==> src/rtl/eth_pkg.sv <==
// Shared types and constants for the Ethernet transmit frame sequencer.
package eth_pkg;

   typedef enum logic [2:0] {
      ST_IDLE,
      ST_DATA,
      ST_PAD,
      ST_FCS,
      ST_IFG
   } tx_state_t;

   localparam logic [31:0] CRC32_INIT      = 32'hFFFF_FFFF;
   localparam logic [31:0] CRC32_POLY_REFL = 32'hEDB8_8320;
   localparam int unsigned ETH_MIN_DATA    = 60;
   localparam int unsigned ETH_IFG         = 12;

endpackage

==> src/rtl/crc32_d8_next.sv <==
// One byte step of the reflected CRC-32 (LSB first). Purely combinational;
// the CRC register lives in the controller.
module crc32_d8_next
   import eth_pkg::*;
(
   input  logic [31:0] crc_in,
   input  logic [7:0]  data,
   output logic [31:0] crc_out
);

   logic [31:0] crc_work;

   // fold the byte in, then shift out eight bits against the reflected polynomial
   always_comb begin
      crc_work = crc_in ^ {24'h0, data};
      for (int i = 0; i < 8; i++) begin
         if (crc_work[0]) begin
            crc_work = (crc_work >> 1) ^ CRC32_POLY_REFL;
         end else begin
            crc_work = crc_work >> 1;
         end
      end
      crc_out = crc_work;
   end

endmodule

==> src/rtl/eth_tx_fcs_ctrl.sv <==
// Transmit frame sequencer: passes source bytes, zero-pads short frames,
// appends the CRC-32 FCS and enforces the inter-frame gap.
//
// state   | meaning
// --------+-------------------------------------------------------------
// IDLE    | waiting for first byte; CRC at init, count 0
// DATA    | forwarding source bytes into the output register and CRC
// PAD     | emitting 0x00 until the minimum data length is reached
// FCS     | emitting the four complemented CRC bytes, LSB first
// IFG     | output idle, down-counting the inter-frame gap
module eth_tx_fcs_ctrl
   import eth_pkg::*;
#(
   parameter int unsigned MIN_DATA   = ETH_MIN_DATA,
   parameter int unsigned IFG_CYCLES = ETH_IFG
) (
   input  logic        clk,
   input  logic        rst_n,
   input  logic        s_valid,
   output logic        s_ready,
   input  logic [7:0]  s_data,
   input  logic        s_last,
   output logic        m_valid,
   input  logic        m_ready,
   output logic [7:0]  m_data,
   output logic        m_last,
   output logic        tx_busy,
   output logic        frame_done,
   output logic [15:0] frame_len
);

   localparam logic [15:0] MIN_LEN  = 16'(MIN_DATA);
   localparam logic [7:0]  IFG_LOAD = 8'(IFG_CYCLES - 1);

   tx_state_t   state_q, state_d;
   logic [31:0] crc_q, crc_d, crc_fold, fcs_word;
   logic [15:0] cnt_q, cnt_d, cnt_inc, len_total;
   logic [1:0]  fcs_idx_q, fcs_idx_d;
   logic [7:0]  ifg_q, ifg_d;
   logic [7:0]  crc_byte;
   logic        m_valid_d, m_last_d, frame_done_d;
   logic [7:0]  m_data_d;
   logic [15:0] frame_len_d;
   logic        slot_free, accept;

   assign slot_free = !m_valid || m_ready;
   assign s_ready   = rst_n && slot_free && (state_q == ST_IDLE || state_q == ST_DATA);
   assign accept    = s_valid && s_ready;
   assign tx_busy   = (state_q != ST_IDLE);
   assign cnt_inc   = (cnt_q == 16'hFFFF) ? cnt_q : cnt_q + 16'd1;
   assign len_total = (cnt_q > 16'hFFFB) ? 16'hFFFF : cnt_q + 16'd4;
   assign fcs_word  = ~crc_q;
   assign crc_byte  = (state_q == ST_PAD) ? 8'h00 : s_data;

   crc32_d8_next u_crc (
      .crc_in  (crc_q),
      .data    (crc_byte),
      .crc_out (crc_fold)
   );

   // next-state and output-register loading; CRC only advances on a load
   always_comb begin
      state_d      = state_q;
      crc_d        = crc_q;
      cnt_d        = cnt_q;
      fcs_idx_d    = fcs_idx_q;
      ifg_d        = ifg_q;
      m_valid_d    = m_valid;
      m_data_d     = m_data;
      m_last_d     = m_last;
      frame_done_d = 1'b0;
      frame_len_d  = frame_len;

      if (slot_free) begin
         m_valid_d = 1'b0;
         m_last_d  = 1'b0;
      end

      case (state_q)
         ST_IDLE, ST_DATA: begin
            if (accept) begin
               m_valid_d = 1'b1;
               m_data_d  = s_data;
               crc_d     = crc_fold;
               cnt_d     = cnt_inc;
               fcs_idx_d = 2'd0;
               if (s_last) begin
                  state_d = (cnt_inc < MIN_LEN) ? ST_PAD : ST_FCS;
               end else begin
                  state_d = ST_DATA;
               end
            end
         end
         ST_PAD: begin
            if (slot_free) begin
               m_valid_d = 1'b1;
               m_data_d  = 8'h00;
               crc_d     = crc_fold;
               cnt_d     = cnt_inc;
               fcs_idx_d = 2'd0;
               if (cnt_inc >= MIN_LEN) begin
                  state_d = ST_FCS;
               end
            end
         end
         ST_FCS: begin
            if (m_valid && m_ready && m_last) begin
               state_d      = ST_IFG;
               frame_done_d = 1'b1;
               frame_len_d  = len_total;
               ifg_d        = IFG_LOAD;
            end else if (slot_free) begin
               m_valid_d = 1'b1;
               m_data_d  = fcs_word[{fcs_idx_q, 3'b000} +: 8];
               m_last_d  = (fcs_idx_q == 2'd3);
               fcs_idx_d = fcs_idx_q + 2'd1;
            end
         end
         ST_IFG: begin
            if (ifg_q == 8'd0) begin
               state_d = ST_IDLE;
               crc_d   = CRC32_INIT;
               cnt_d   = 16'd0;
            end else begin
               ifg_d = ifg_q - 8'd1;
            end
         end
         default: begin
            state_d = ST_IDLE;
            crc_d   = CRC32_INIT;
            cnt_d   = 16'd0;
         end
      endcase
   end

   // state, CRC and output registers; reset aborts any frame in flight
   always_ff @(posedge clk) begin
      if (!rst_n) begin
         state_q    <= ST_IDLE;
         crc_q      <= CRC32_INIT;
         cnt_q      <= 16'd0;
         fcs_idx_q  <= 2'd0;
         ifg_q      <= 8'd0;
         m_valid    <= 1'b0;
         m_data     <= 8'h00;
         m_last     <= 1'b0;
         frame_done <= 1'b0;
         frame_len  <= 16'd0;
      end else begin
         state_q    <= state_d;
         crc_q      <= crc_d;
         cnt_q      <= cnt_d;
         fcs_idx_q  <= fcs_idx_d;
         ifg_q      <= ifg_d;
         m_valid    <= m_valid_d;
         m_data     <= m_data_d;
         m_last     <= m_last_d;
         frame_done <= frame_done_d;
         frame_len  <= frame_len_d;
      end
   end

endmodule

==> config.mk <==
export PLATFORM = sky130hd
export DESIGN_NAME = eth_tx_fcs_ctrl
export DESIGN_NICKNAME = d
export VERILOG_FILES = /design/src/rtl/eth_pkg.sv /design/src/rtl/crc32_d8_next.sv /design/src/rtl/eth_tx_fcs_ctrl.sv
export SDC_FILE = /design/constraint.sdc
export NUM_CORES = 1
export LEC_CHECK = 0
export BUFFER_PORTS_ARGS = -buffer_cell sky130_fd_sc_hd__buf_4
export CAP_MARGIN = 30
export CORE_AREA = 4 4 114 116
export DETAILED_ROUTE_END_ITERATION = 8
export DIE_AREA = 0 0 118 120
export PLACE_DENSITY_LB_ADDON = 0.25
export SETUP_SLACK_MARGIN = 0.1
export SLEW_MARGIN = 20
export SYNTH_ARGS = -nofsm -noshare
export SYNTH_HDL_FRONTEND = slang
export SYNTH_HIERARCHICAL = 1
export SYNTH_SLANG_ARGS = --single-unit
==> constraint.sdc <==
create_clock -name clk -period 2.65 [get_ports clk]
set_clock_uncertainty 0.2 [all_clocks]
set_input_delay 0.53 -clock clk [delete_from_list [all_inputs] [get_ports clk]]
set_output_delay 0.53 -clock clk [all_outputs]
set_load 0.01 [all_outputs]
* Word-level counts from Yosys, hierarchy flattened
Index checks and enable logic that the tools add are counted.
Operators by class: shift-type cells 1, eq/ne operators 14, multiplexer cells 50, $add $sub $neg 4, reductions and logical operators 20, magnitude comparators 3, bitwise operators 11
Operator list (count):
- $mux 32 | 11
- $pmux 32 s4 | 1
- $not 13->14 | 8
- $mux 16 | 5
- $pmux 16 s4 | 1
- $mux 8 | 7
- $not 32->32 | 1
- $shiftx 32x6->8 | 1
- $xor 32x8->32 | 1
- $pmux 8 s3 | 1
- $add 16x1->16 const B | 1
- $add 16x3->16 const B | 1
- $eq 16x16->1 const B | 1
- $ge 16x6->1 const B | 1
- $gt 16x16->1 const B | 1
- $lt 16x6->1 const B | 1
- $pmux 8 s2 | 1
- $mux 3 | 5
- $ne 2x2->1 const B | 7
- $pmux 3 s4 | 1
- $mux 1 | 10
- $mux 2 | 5
- $reduce_and 5->1 | 2
- $logic_not 8->1 | 1
- 20 further kinds | 28
Word-level totals: bits of input ports 13, bits in registers 88, output and inout bits 29, logic and storage cells 113

* Longest topological paths before layout
Gate-level depths: netlist of the first run.
depth after elaboration 21, gate-level depth with buffers 10, depth with buffers taken out 10

* Hierarchy
The synthesis of the first run kept the hierarchy.
Modules (own cells, without submodules):
- eth_tx_fcs_ctrl | cells each 538, area an instance 4352.9 sq um, instances 1, sequential area each 1761.7 sq um
- crc32_d8_next | cells each 64, area an instance 954.7 sq um, instances 1, sequential area each 0.0 sq um

* Worst setup path before layout of the first run
OpenSTA, ideal clock, no wires.
path kind register to register, start register state_q[2], end register crc_q[17], slack -0.208 ns, buffers on the path 0, clock period less this slack 2.858 ns, arrival 2.521 ns, cell stages (with the launch flop) 10, cells stage by stage dfxtp_1 -> inv_1 -> nand2_1 -> nor2_1 -> nor2b_1 -> xnor2_4 -> xnor3_2 -> xor3_1 -> nand2_1 -> nand3_1
RTL lines:
- start: declaration | RTL line eth_tx_fcs_ctrl.sv:35 | tx_state_t state_q, state_d;
- start signal: assignment | RTL line eth_tx_fcs_ctrl.sv:150 | state_q <= state_d;
- $eq 3x2->1 (*) | RTL line eth_tx_fcs_ctrl.sv:53 | assign crc_byte = (state_q == ST_PAD) ? 8'h00 : s_data;
- $mux 8 (*) | RTL line eth_tx_fcs_ctrl.sv:53
- via crc_byte[3] | RTL line eth_tx_fcs_ctrl.sv:40 | logic [7:0] crc_byte;
- $xor 32x8->32 (*) | RTL line crc32_d8_next.sv:15 | crc_work = crc_in ^ {24'h0, data};
- $mux 32 (*) (4 in series) | RTL line crc32_d8_next.sv:17 | if (crc_work[0]) begin
- $not 13->14 (no source line)
- $mux 32 (*) | RTL line crc32_d8_next.sv:17
- $not 13->14 (no source line)
- $mux 32 (*) (3 in series) | RTL line crc32_d8_next.sv:17
- via crc_fold[17] | RTL line eth_tx_fcs_ctrl.sv:36 | logic [31:0] crc_q, crc_d, crc_fold, fcs_word;
- $mux 32, on equally long branches | RTL line eth_tx_fcs_ctrl.sv:95, eth_tx_fcs_ctrl.sv:81
- $pmux 32 s4 (*) | RTL line eth_tx_fcs_ctrl.sv:79 | case (state_q)
- end signal: assignment | RTL line eth_tx_fcs_ctrl.sv:151 | crc_q <= crc_d;
- end: declaration | RTL line eth_tx_fcs_ctrl.sv:36
Mark *: on every way through the listed nets, which the timed path passes. The rest lies on a longest branch. The select of a mux whose other input is x is not followed. A chain may end at the register's enable or synchronous reset.

* Final worst setup path of the first run
start register cnt_q[2], end register state_q[0]
Between the ends: cells in the longest elaborated chain, start to end 7
Ends and longest elaborated chain:
- start: declaration | RTL line eth_tx_fcs_ctrl.sv:37 | logic [15:0] cnt_q, cnt_d, cnt_inc, len_total;
- start signal: assignment | RTL line eth_tx_fcs_ctrl.sv:152 | cnt_q <= cnt_d;
- $add 16x1->16 / $eq 16x16->1 (equally long branches) | RTL line eth_tx_fcs_ctrl.sv:50 | assign cnt_inc = (cnt_q == 16'hFFFF) ? cnt_q : cnt_q + 16'd1;
- $mux 16 (*) | RTL line eth_tx_fcs_ctrl.sv:50
- $lt 16x6->1 | RTL line eth_tx_fcs_ctrl.sv:88 | state_d = (cnt_inc < MIN_LEN) ? ST_PAD : ST_FCS;
- $mux 1 | RTL line eth_tx_fcs_ctrl.sv:88
- $mux 2 | RTL line eth_tx_fcs_ctrl.sv:87 | if (s_last) begin
- $mux 3 | RTL line eth_tx_fcs_ctrl.sv:81 | if (accept) begin
- $pmux 3 s4 | RTL line eth_tx_fcs_ctrl.sv:79
Mark *: on every way between the ends. The rest lies on a longest branch, timed or not. The select of a mux whose other input is x is not followed.

==> results of run 1 <==
-- cells in the mapped netlist, types with 2 or more instances --
cell,n
xnor2_1,41
ha_1,6
nand3b_1,2
and2_1,5
xor3_1,6
a211oi_1,15
buf_2,14
nor3_1,11
or2_1,2
dfxtp_1,88
nand3_1,40
and3_1,5
inv_2,2
a32oi_1,2
o21ai_0,34
o211ai_1,3
nor2_1,46
mux4_2,8
and3b_1,2
nor4_1,2
inv_1,12
o21a_1,2
or2_2,2
buf_1,2
a31oi_1,10
or3_1,4
buf_6,4
nand2_1,81
nand4_1,6
clkbuf_1,21
a21oi_1,41
nand2b_1,5
xnor2_2,8
a311oi_1,5
xor2_1,11
xnor3_1,11
nor2b_1,11
xnor2_4,4
and4_1,3
mux2i_1,3
-- worst max-delay path: cells and delay by family, from the launching register on --
family / cells / cell delay [ns]
compound gates: 2 / 0.40
flops: 1 / 0.35
fa+ha+maj: 1 / 0.23
simple gates: 4 / 1.22
-- stage by stage --
stage	power [mW]	utilization [%]
floorplan	3.82	-
global placement	4.37	49.8
detailed placement	4.40	49.9
CTS	5.66	52.4
global route	6.01	53.0
finish	5.68	53.0
-- how the worst min path moves through the flow --
stage | start | to | slack, ns | cells past startpoint
floorplan | crc_q[24] | crc_q[24] | 0.26 | 2
finish | cnt_q[2] | frame_len[2] | 0.29 | 1
global placement | crc_q[24] | crc_q[24] | 0.28 | 2
CTS | crc_q[31] | crc_q[31] | 0.30 | 2
global route | crc_q[30] | crc_q[30] | 0.31 | 2
detailed placement | crc_q[31] | crc_q[31] | 0.29 | 2
-- timing repair --
action | CTS | global route
resized for setup | 2 | 7
endpoints found under the setup margin | 3 | 13
pin swaps | 0 | 5
hold buffers | 0 | 0
setup buffers | 0 | 5
endpoints found under the hold margin | 0 | 0
-- cells by family after synthesis --
kind of cell               Yosys count  share of synthesized area, %
AOI/OAI and AO/OA                  123                          14.0
buffers and inverters               56                          4.93
DFF                                 88                          33.2
adders and majority gates            6                          1.41
muxes                               11                          3.96
and+or+nand+nor                    235                          21.3
xor gates and xnor gates            83                          21.2
-- area by class of cell --
type / count / area, um2 / share of cell area (%)
clock inverter: 2 / 12.5 / 0.198
timing repair buffer: 88 / 673 / 10.7
tap: 147 / 184 / 2.92
multi-input combinational: 458 / 3350 / 53.1
sequential: 88 / 1760 / 28.0
clock buffer: 14 / 274 / 4.34
inverter: 14 / 52.6 / 0.833
-- routing by layer --
| metal | wire length [um] | GRT usage [%] | part of all wire, % | up-vias |
|---|---|---|---|---|
| li1 | - | - | - | 2217 |
| met1 | 6730 | 27.7 | 49 | 2197 |
| met2 | 6130 | 29.8 | 45 | 113 |
| met3 | 604 | 3.20 | 4.4 | 23 |
| met4 | 228 | 6.96 | 1.7 | 0 |
| met5 | 0 | 0 | 0 | - |
-- power breakdown --
group	total [mW]	internal, mW	leakage (nW)	switching (mW)
logic	2.77	1.58	1.75	1.19
registers	1.68	1.50	0.720	0.177
clock network	1.23	0.712	0.139	0.518
total	5.68	3.79	2.61	1.88
-- registers in the layout (all words and copies together) (netlist names), 2 cells and up, named ones only --
| name | cells |
|---|---|
| ifg_q | 8 |
| m_data | 8 |
| frame_len | 16 |
| crc_q | 32 |
| fcs_idx_q | 2 |
| state_q | 3 |
| cnt_q | 16 |
==> results.sh, run 1 <==
export IMPL_syn_area_per_cell_um2=8.82
export IMPL_hold_slack_ns=0.291
export IMPL_setup_slack_ns=0.152
export IMPL_post_dp_hpwl_mm=9.60
export IMPL_rows=40
export IMPL_outcome="completed"
export IMPL_finalHoldViolCount=0
export IMPL_reg2reg_slack_ns=0.15
export IMPL_routed_wl_mm=13.7
export IMPL_grt_overflow_total=0
export IMPL_slew_viol_final=0
export IMPL_initial_utilization_pct=44.6
export IMPL_r2r_cells=7
export IMPL_root_buffer="clkbuf_16"
export IMPL_synth_nets=621
export IMPL_vias_per_cell=5.61
export IMPL_r2r_end="state_q[0]"
export IMPL_synth_seq_cells=88
export IMPL_finalCritPeriodShare_pct=94.3
export IMPL_antenna_found_initial=0
export IMPL_worst_slew_pin_slew_ns=0.647
export IMPL_irDropWorstVdd_mv=0.413
export IMPL_ys_flop_type="dfxtp_1"
export IMPL_synth_area_leaders="dfxtp_1, xnor2_1, nand2_1"
export IMPL_start_kind="register"
export IMPL_place_area_um2=5940
export IMPL_drt_initial_drc_count=383
export IMPL_fillerInstances=1093
export IMPL_grt_max_degree=33
export IMPL_powerDensity_nw_per_um2=900
export IMPL_fmax_mhz=400
export IMPL_wl_per_cell_um=16.9
export IMPL_r2r_start="cnt_q[2]"
export IMPL_setup_viol=0
export IMPL_setup_tns_ns=0
export IMPL_crit_start="cnt_q[2]"
export IMPL_grt_pass1_vias=4382
export IMPL_leakage_nw=2.61
export IMPL_clkLatencyLatePin_ns=0.34
export IMPL_drive_above_1_share_pct=22.1
export IMPL_final_cell_mix="buf_4, dfxtp_1, nand2_1"
export IMPL_drcViolationCount=0
export IMPL_area_growth_pct=18.8
export IMPL_cp_cell_sequence="ha_1 > nand4_1 > nor4_4 > or3_4 > or4b_1 > a211oi_2 > a31oi_1"
export IMPL_cap_violations=0
export IMPL_portBuffers=41
export IMPL_ys_seq_area_share_pct=33.2
export IMPL_cp_slowest_stage_delay_ns=0.50
export IMPL_grt_pass1_wl_mm=22.5
export IMPL_globalplace_congestion=0.901
export IMPL_die_w_um=118
export IMPL_synth_edff_count=0
export IMPL_rsz0062_at_grt="no"
export IMPL_crit_path_top_delay_cell="or4b_1"
export IMPL_synth_cell_type_count=62
export IMPL_hold_path_class="register to register"
export IMPL_worstSetupEndpointType="register"
export IMPL_core_um2=11900
export IMPL_antenna_left=0
export IMPL_required_ns=2.67
export IMPL_synth_top_area_share_pct=33.2
export IMPL_vias=4550
export IMPL_syn_area_um2=5310
export IMPL_arrival_ns=2.52
export IMPL_ios=42
export IMPL_crit_end="state_q[0]"
export IMPL_layout_min_cycle_time_ns=2.50
export IMPL_fin_cells=811
export IMPL_yosys_area_top_type="dfxtp_1"
export IMPL_place_inst=790
export IMPL_die_area_um2=14200
export IMPL_dp_slack_ns=0.0529
export IMPL_tritoncts="yes"
export IMPL_fin_nets=678
export IMPL_async_flop_share_pct=0
export IMPL_clk_pin_slew_ns=0.06
export IMPL_yosys_warnings=6
export IMPL_cts_made_buffers=9
export IMPL_clkSinkCount=88
export IMPL_layout_commonest_cell="buf_4"
export IMPL_synthCells=602
export IMPL_critical_path_class="register to register"
export IMPL_grt_total_usage_pct=19.4
export IMPL_die_h_um=120
export IMPL_cts_max_level=3
export IMPL_firstDrtPassIters=5
export IMPL_slew_limit_headroom_pct=56.8
export IMPL_diodes=0
export IMPL_crit_fanout=6
export IMPL_clk_path_buf_depth=2
export IMPL_stdcell_area_um2=6310
Note: power is estimated with default switching activity, not from simulation.
==> inputs of run 2 (changes only) <==
GPL_TIMING_DRIVEN = 0   (was unset)
clock period = 2.9 ns   (was 2.65 ns; I/O delays follow)
==> run 2 against run 1 <==
  * Total power fell by 6.6%
  * Die area did not move
  * Utilization rose by 0.28 points
  * Non-clock buffer count rose by 10
  * First-iteration DRC count rose by 7.6%
  * Via count rose by 2.9%
  * Worst hold slack improved by 0.0050 ns
  * Critical path type unchanged
  * Largest cell class unchanged
==> results.sh, run 2 (synthesized netlist as in run 1, its figures left out) <==
export IMPL_outcome="completed"
export IMPL_clk_pin_slew_ns=0.07
export IMPL_drive_above_1_share_pct=20.0
export IMPL_reg2reg_slack_ns=0.20
export IMPL_stdcell_area_um2=6340
export IMPL_place_inst=789
export IMPL_p_seq_share_pct=29.0
export IMPL_whs_endpoint="crc_q[28]"
export IMPL_grt_pass1_vias=4540
export IMPL_tritoncts="yes"
export IMPL_p_comb_share_pct=48.3
export IMPL_grt_pass1_wl_mm=23.9
export IMPL_leakage_nw=2.59
export IMPL_internal_power_mw=3.52
export IMPL_r2r_end="state_q[0]"
export IMPL_hold_slack_ns=0.296
export IMPL_ctsHoldBuffers=0
export IMPL_cap_violations=0
export IMPL_switching_share_pct=33.7
export IMPL_setup_slack_ns=0.204
export IMPL_fin_cells=822
export IMPL_vias_per_cell=5.69
export IMPL_r2r_cells=7
export IMPL_initial_utilization_pct=44.6
export IMPL_die_area_um2=14200
export IMPL_die_h_um=120
export IMPL_die_w_um=118
export IMPL_drt_initial_drc_count=412
export IMPL_max_flop_register="crc_q"
export IMPL_irDropWorstVdd_mv=0.432
export IMPL_vias=4680
export IMPL_post_dp_hpwl_mm=10.2
export IMPL_cts_max_level=3
export IMPL_final_core_util_pct=53.2
export IMPL_wl_per_cell_um=17.5
export IMPL_clkLatencyLatePin_ns=0.35
export IMPL_rsz0062_at_grt="yes"
export IMPL_finalHoldViolCount=0
export IMPL_ios=42
export IMPL_critical_path_class="register to register"
export IMPL_grt_total_usage_pct=20.9
export IMPL_largest_reg_flops=32
export IMPL_diodes=0
export IMPL_core_um2=11900
export IMPL_cp_slowest_stage_delay_ns=0.50
export IMPL_place_area_um2=5790
export IMPL_r2r_start="cnt_q[2]"
export IMPL_drcViolationCount=0
export IMPL_globalplace_congestion=0.915
export IMPL_start_kind="register"
export IMPL_powerDensity_nw_per_um2=836
export IMPL_area_growth_pct=19.5
export IMPL_finalCritPeriodShare_pct=93.0
export IMPL_layout_min_cycle_time_ns=2.70
export IMPL_layout_commonest_cell="dfxtp_1"
export IMPL_root_buffer="clkbuf_16"
export IMPL_cts_made_buffers=9
export IMPL_crit_fanout=9
export IMPL_clkSinkCount=88
export IMPL_dp_slack_ns=-0.423
export IMPL_slew_viol_final=0
export IMPL_hold_path_class="register to register"
export IMPL_worst_slew_pin_slew_ns=0.814
export IMPL_required_ns=2.92
export IMPL_grt_max_degree=16
export IMPL_fmax_mhz=371
export IMPL_setup_viol=0
export IMPL_antenna_left=0
export IMPL_power_frac_clock_pct=22.6
export IMPL_rows=40
export IMPL_routed_wl_mm=14.4
export IMPL_clk_path_buf_depth=2
export IMPL_largest_registers="crc_q (32), cnt_q (16), frame_len (16)"
export IMPL_fin_nets=689
export IMPL_portBuffers=40
export IMPL_firstDrtPassIters=6
export IMPL_final_cell_mix="dfxtp_1, nand2_1, buf_4"
export IMPL_antenna_found_initial=0
export IMPL_grt_overflow_total=0
export IMPL_p_sw_mw=1.79
export IMPL_crit_path_top_delay_cell="or4b_1"
export IMPL_cp_cell_sequence="buf_2 > and3_1 > nand3_2 > or3_1 > or4b_1 > a211oi_2 > a31oi_1"
export IMPL_slew_limit_headroom_pct=45.7
export IMPL_hp_start="crc_q[28]"
export IMPL_arrival_ns=2.72
export IMPL_worstSetupEndpointType="register"
export IMPL_min_path_cells=2
[run 2: power groups by stage]
stage	combinational (mW)	sequential (mW)	clock, mW
2_1_floorplan	1.97	1.52	0
3_5_place_dp	2.34	1.56	0
6_report	2.56	1.54	1.20
5_1_grt	2.78	1.56	1.26
4_1_cts	2.52	1.54	1.22
3_3_place_gp	2.32	1.55	0
[run 2: cell type report]
type                            instances  area (um2)
Fill cell                            1100        5570
Multi-Input combinational cell        459        3390
Sequential cell                        88        1760
Timing Repair Buffer                   56         433
Clock buffer                           10         239
Buffer                                 42         209
Tap cell                              147         184
Clock inverter                          6        67.6
Inverter                               14        56.3
[run 2: how the worst max path moves through the flow]
stage | startpoint | endpoint | slack (ns) | cells after the start
final | cnt_q[2] | state_q[0] | 0.20 | 7
after global routing | cnt_q[1] | state_q[0] | 0.02 | 8
after CTS | state_q[2] | crc_q[17] | 0.08 | 9
after detailed placement | state_q[2] | crc_q[17] | -0.42 | 9
after global placement | state_q[2] | crc_q[17] | -0.38 | 9
after floorplan | state_q[2] | crc_q[17] | 0.17 | 9
[run 2: critical path, delay by kind of cell, from the launching register on]
| kind | cells | cell delay, ns |
|---|---|---|
| AOI/OAI and AO/OA | 2 | 0.41 |
| buffers and inverters | 1 | 0.21 |
| DFF | 1 | 0.35 |
| and+or+nand+nor | 4 | 1.40 |
[run 2: stage by stage]
stage / setup TNS, ns / total power [mW]
floorplan: 0 / 3.49
global placement: -3.25 / 3.86
detailed placement: -4.16 / 3.90
CTS: 0 / 5.28
global route: 0 / 5.60
finish: 0 / 5.30
[run 2: routing by layer]
metal  wire (um)  track usage (%)  up-vias
met5           0                0        -
li1            -                -     2247
met4         250             7.40        0
met2        6520             32.5      163
met3         825             3.96       18
met1        6760             29.1     2252
[run 2: timing repair]
| item | in CTS | in global routing |
|---|---|---|
| gates cloned | 1 | 0 |
| buffers inserted | 10 | 6 |
| pin swaps | 10 | 3 |
| endpoints found under the setup margin | 28 | 17 |
| gates resized for setup | 10 | 9 |
==> inputs of run 3 (changes only) <==
BUFFER_PORTS_ARGS = -buffer_cell sky130_fd_sc_hd__clkbuf_2   (was -buffer_cell sky130_fd_sc_hd__buf_4)
CTS_BUF_LIST = sky130_fd_sc_hd__clkbuf_8   (was unset)
==> run 3 against run 2 <==
  * Register-to-register slack improved by 0.04 ns
  * Fmax increased by 1.3%
  * First-iteration DRC count increased by 17%
  * Die area unchanged
  * Sequential share of layout area increased by 0.32 points
  * Largest cell class unchanged
==> results.sh, run 3 (synthesized netlist as in run 1, its figures left out) <==
export IMPL_cts_made_buffers=9
export IMPL_p_comb_share_pct=51.8
export IMPL_crit_fanout=11
export IMPL_irDropWorstVdd_mv=0.310
export IMPL_final_cell_mix="dfxtp_1, nand2_1, nor2_1"
export IMPL_vias=4690
export IMPL_ios=42
export IMPL_largest_reg_flops=32
export IMPL_tritoncts="yes"
export IMPL_setup_slack_ns=0.239
export IMPL_layout_commonest_cell="dfxtp_1"
export IMPL_setup_viol=0
export IMPL_p_seq_share_pct=29.8
export IMPL_p_sw_mw=1.77
export IMPL_globalplace_congestion=0.915
export IMPL_grt_max_degree=14
export IMPL_grt_pass1_wl_mm=23.3
export IMPL_die_w_um=118
export IMPL_powerDensity_nw_per_um2=827
export IMPL_setup_tns_ns=0
export IMPL_critical_path_class="register to register"
export IMPL_top_layer_used="met4"
export IMPL_antenna_found_initial=0
export IMPL_stdcell_area_um2=6270
export IMPL_post_dp_hpwl_mm=10.1
export IMPL_grt_overflow_total=0
export IMPL_antenna_left=0
export IMPL_crit_start="state_q[2]"
export IMPL_internal_power_mw=3.41
export IMPL_met3_length_um=795
export IMPL_switching_share_pct=34.1
export IMPL_r2r_end="crc_q[17]"
export IMPL_ctsHoldBuffers=0
export IMPL_r2r_cells=9
export IMPL_slew_viol_final=0
export IMPL_met2WireLength_mm=6.58
export IMPL_wl_per_cell_um=17.6
export IMPL_die_area_um2=14200
export IMPL_clkLatencyLatePin_ns=0.38
export IMPL_hold_slack_ns=0.293
export IMPL_initial_utilization_pct=44.6
export IMPL_die_h_um=120
export IMPL_fin_nets=689
export IMPL_dp_slack_ns=-0.380
export IMPL_cap_violations=0
export IMPL_leakage_nw=2.58
export IMPL_worst_slew_pin_slew_ns=0.879
export IMPL_core_um2=11900
export IMPL_finalCritPeriodShare_pct=91.7
export IMPL_hold_path_class="register to register"
export IMPL_routed_wl_mm=14.5
export IMPL_rsz0062_at_grt="no"
export IMPL_rows=40
export IMPL_layout_min_cycle_time_ns=2.66
export IMPL_reg2reg_slack_ns=0.24
export IMPL_fillerInstances=1119
export IMPL_firstDrtPassIters=5
export IMPL_portBuffers=40
export IMPL_arrival_ns=2.70
export IMPL_outcome="completed"
export IMPL_r2r_start="state_q[2]"
export IMPL_max_flop_register="crc_q"
export IMPL_drt_initial_drc_count=484
export IMPL_power_frac_clock_pct=18.4
export IMPL_start_kind="register"
export IMPL_finalHoldViolCount=0
export IMPL_fmax_mhz=376
export IMPL_largest_registers="crc_q (32), cnt_q (16), frame_len (16)"
export IMPL_slew_limit_headroom_pct=41.4
export IMPL_clk_pin_slew_ns=0.09
export IMPL_grt_total_usage_pct=20.5
export IMPL_required_ns=2.94
export IMPL_place_area_um2=5690
export IMPL_fin_total_pwr_mw=5.18
export IMPL_diodes=0
export IMPL_area_growth_pct=18.1
export IMPL_drcViolationCount=0
export IMPL_root_buffer="clkbuf_8"
export IMPL_worstSetupEndpointType="register"
export IMPL_drive_above_1_share_pct=20.6
export IMPL_clkSinkCount=88
export IMPL_clk_path_buf_depth=2
export IMPL_wl_met1_mm=6.88
export IMPL_grt_pass1_vias=4371
export IMPL_cts_max_level=3
export IMPL_vias_per_cell=5.71
export IMPL_crit_end="crc_q[17]"
[run 3: changes by cell type in the layout (fill, tap and decap cells not counted), sizes merged]
cell	previous run	this run
clkinv	2	1
clkinvlp	3	0
bufinv	1	2
clkbuf	31	71
inv	14	17
buf	77	37
[run 3: critical path, stage by stage (launching register included)]
cell	delay, ns
dfxtp_2	0.37
inv_1	0.21
nand2_4	0.17
nor2_4	0.26
nor2b_2	0.11
xnor2_4	0.21
xnor3_2	0.49
xor3_1	0.36
nand2_1	0.07
nand3_1	0.07
[run 3: through the flow]
stage | util [%] | std cells
finish | 52.6 | 822
global route | 52.6 | 822
CTS | 51.3 | 812
detailed placement | 47.8 | 789
global placement | 47.8 | 789
floorplan | - | 602
[run 3: how the worst min path moves through the flow]
stage                     startpoint        end  slack (ns)  cells past startpoint
final                      crc_q[12]  crc_q[12]        0.29                      2
after global routing       crc_q[13]  crc_q[13]        0.32                      2
after CTS                   crc_q[8]   crc_q[8]        0.30                      2
after detailed placement   crc_q[12]  crc_q[12]        0.29                      2
after global placement     crc_q[12]  crc_q[12]        0.28                      2
after floorplan            crc_q[24]  crc_q[24]        0.26                      2
[run 3: layout make-up]
class                      instances  area [um2]  share of cell area [%]
clock inverter                     6        76.3                    1.22
timing repair buffer              56         383                    6.11
tap                              147         184                    2.93
clock buffer                      10         138                    2.20
buffer                            42         211                    3.37
multi-input combinational        459        3460                    55.2
sequential                        88        1760                    28.1
inverter                          14        52.6                   0.838
[run 3: per-layer routing]
metal	vias to the layer above	GRT usage (%)
met1	2274	29.0
li1	2254	-
met4	0	7.25
met5	-	0
met2	144	31.4
met3	18	3.82
[run 3: power groups by stage]
stage	registers [mW]	logic, mW	clock network, mW
CTS	1.54	2.54	0.977
global route	1.57	2.87	1.03
finish	1.55	2.68	0.952
detailed placement	1.56	2.32	0
floorplan	1.52	1.97	0
global placement	1.54	2.29	0
[run 3: timing repair]
action | 4_1_cts | 5_1_grt
buffers inserted | 7 | 9
pin swaps | 7 | 7
setup endpoints to repair | 28 | 19
gates resized for setup | 16 | 17
cloned | 0 | 1
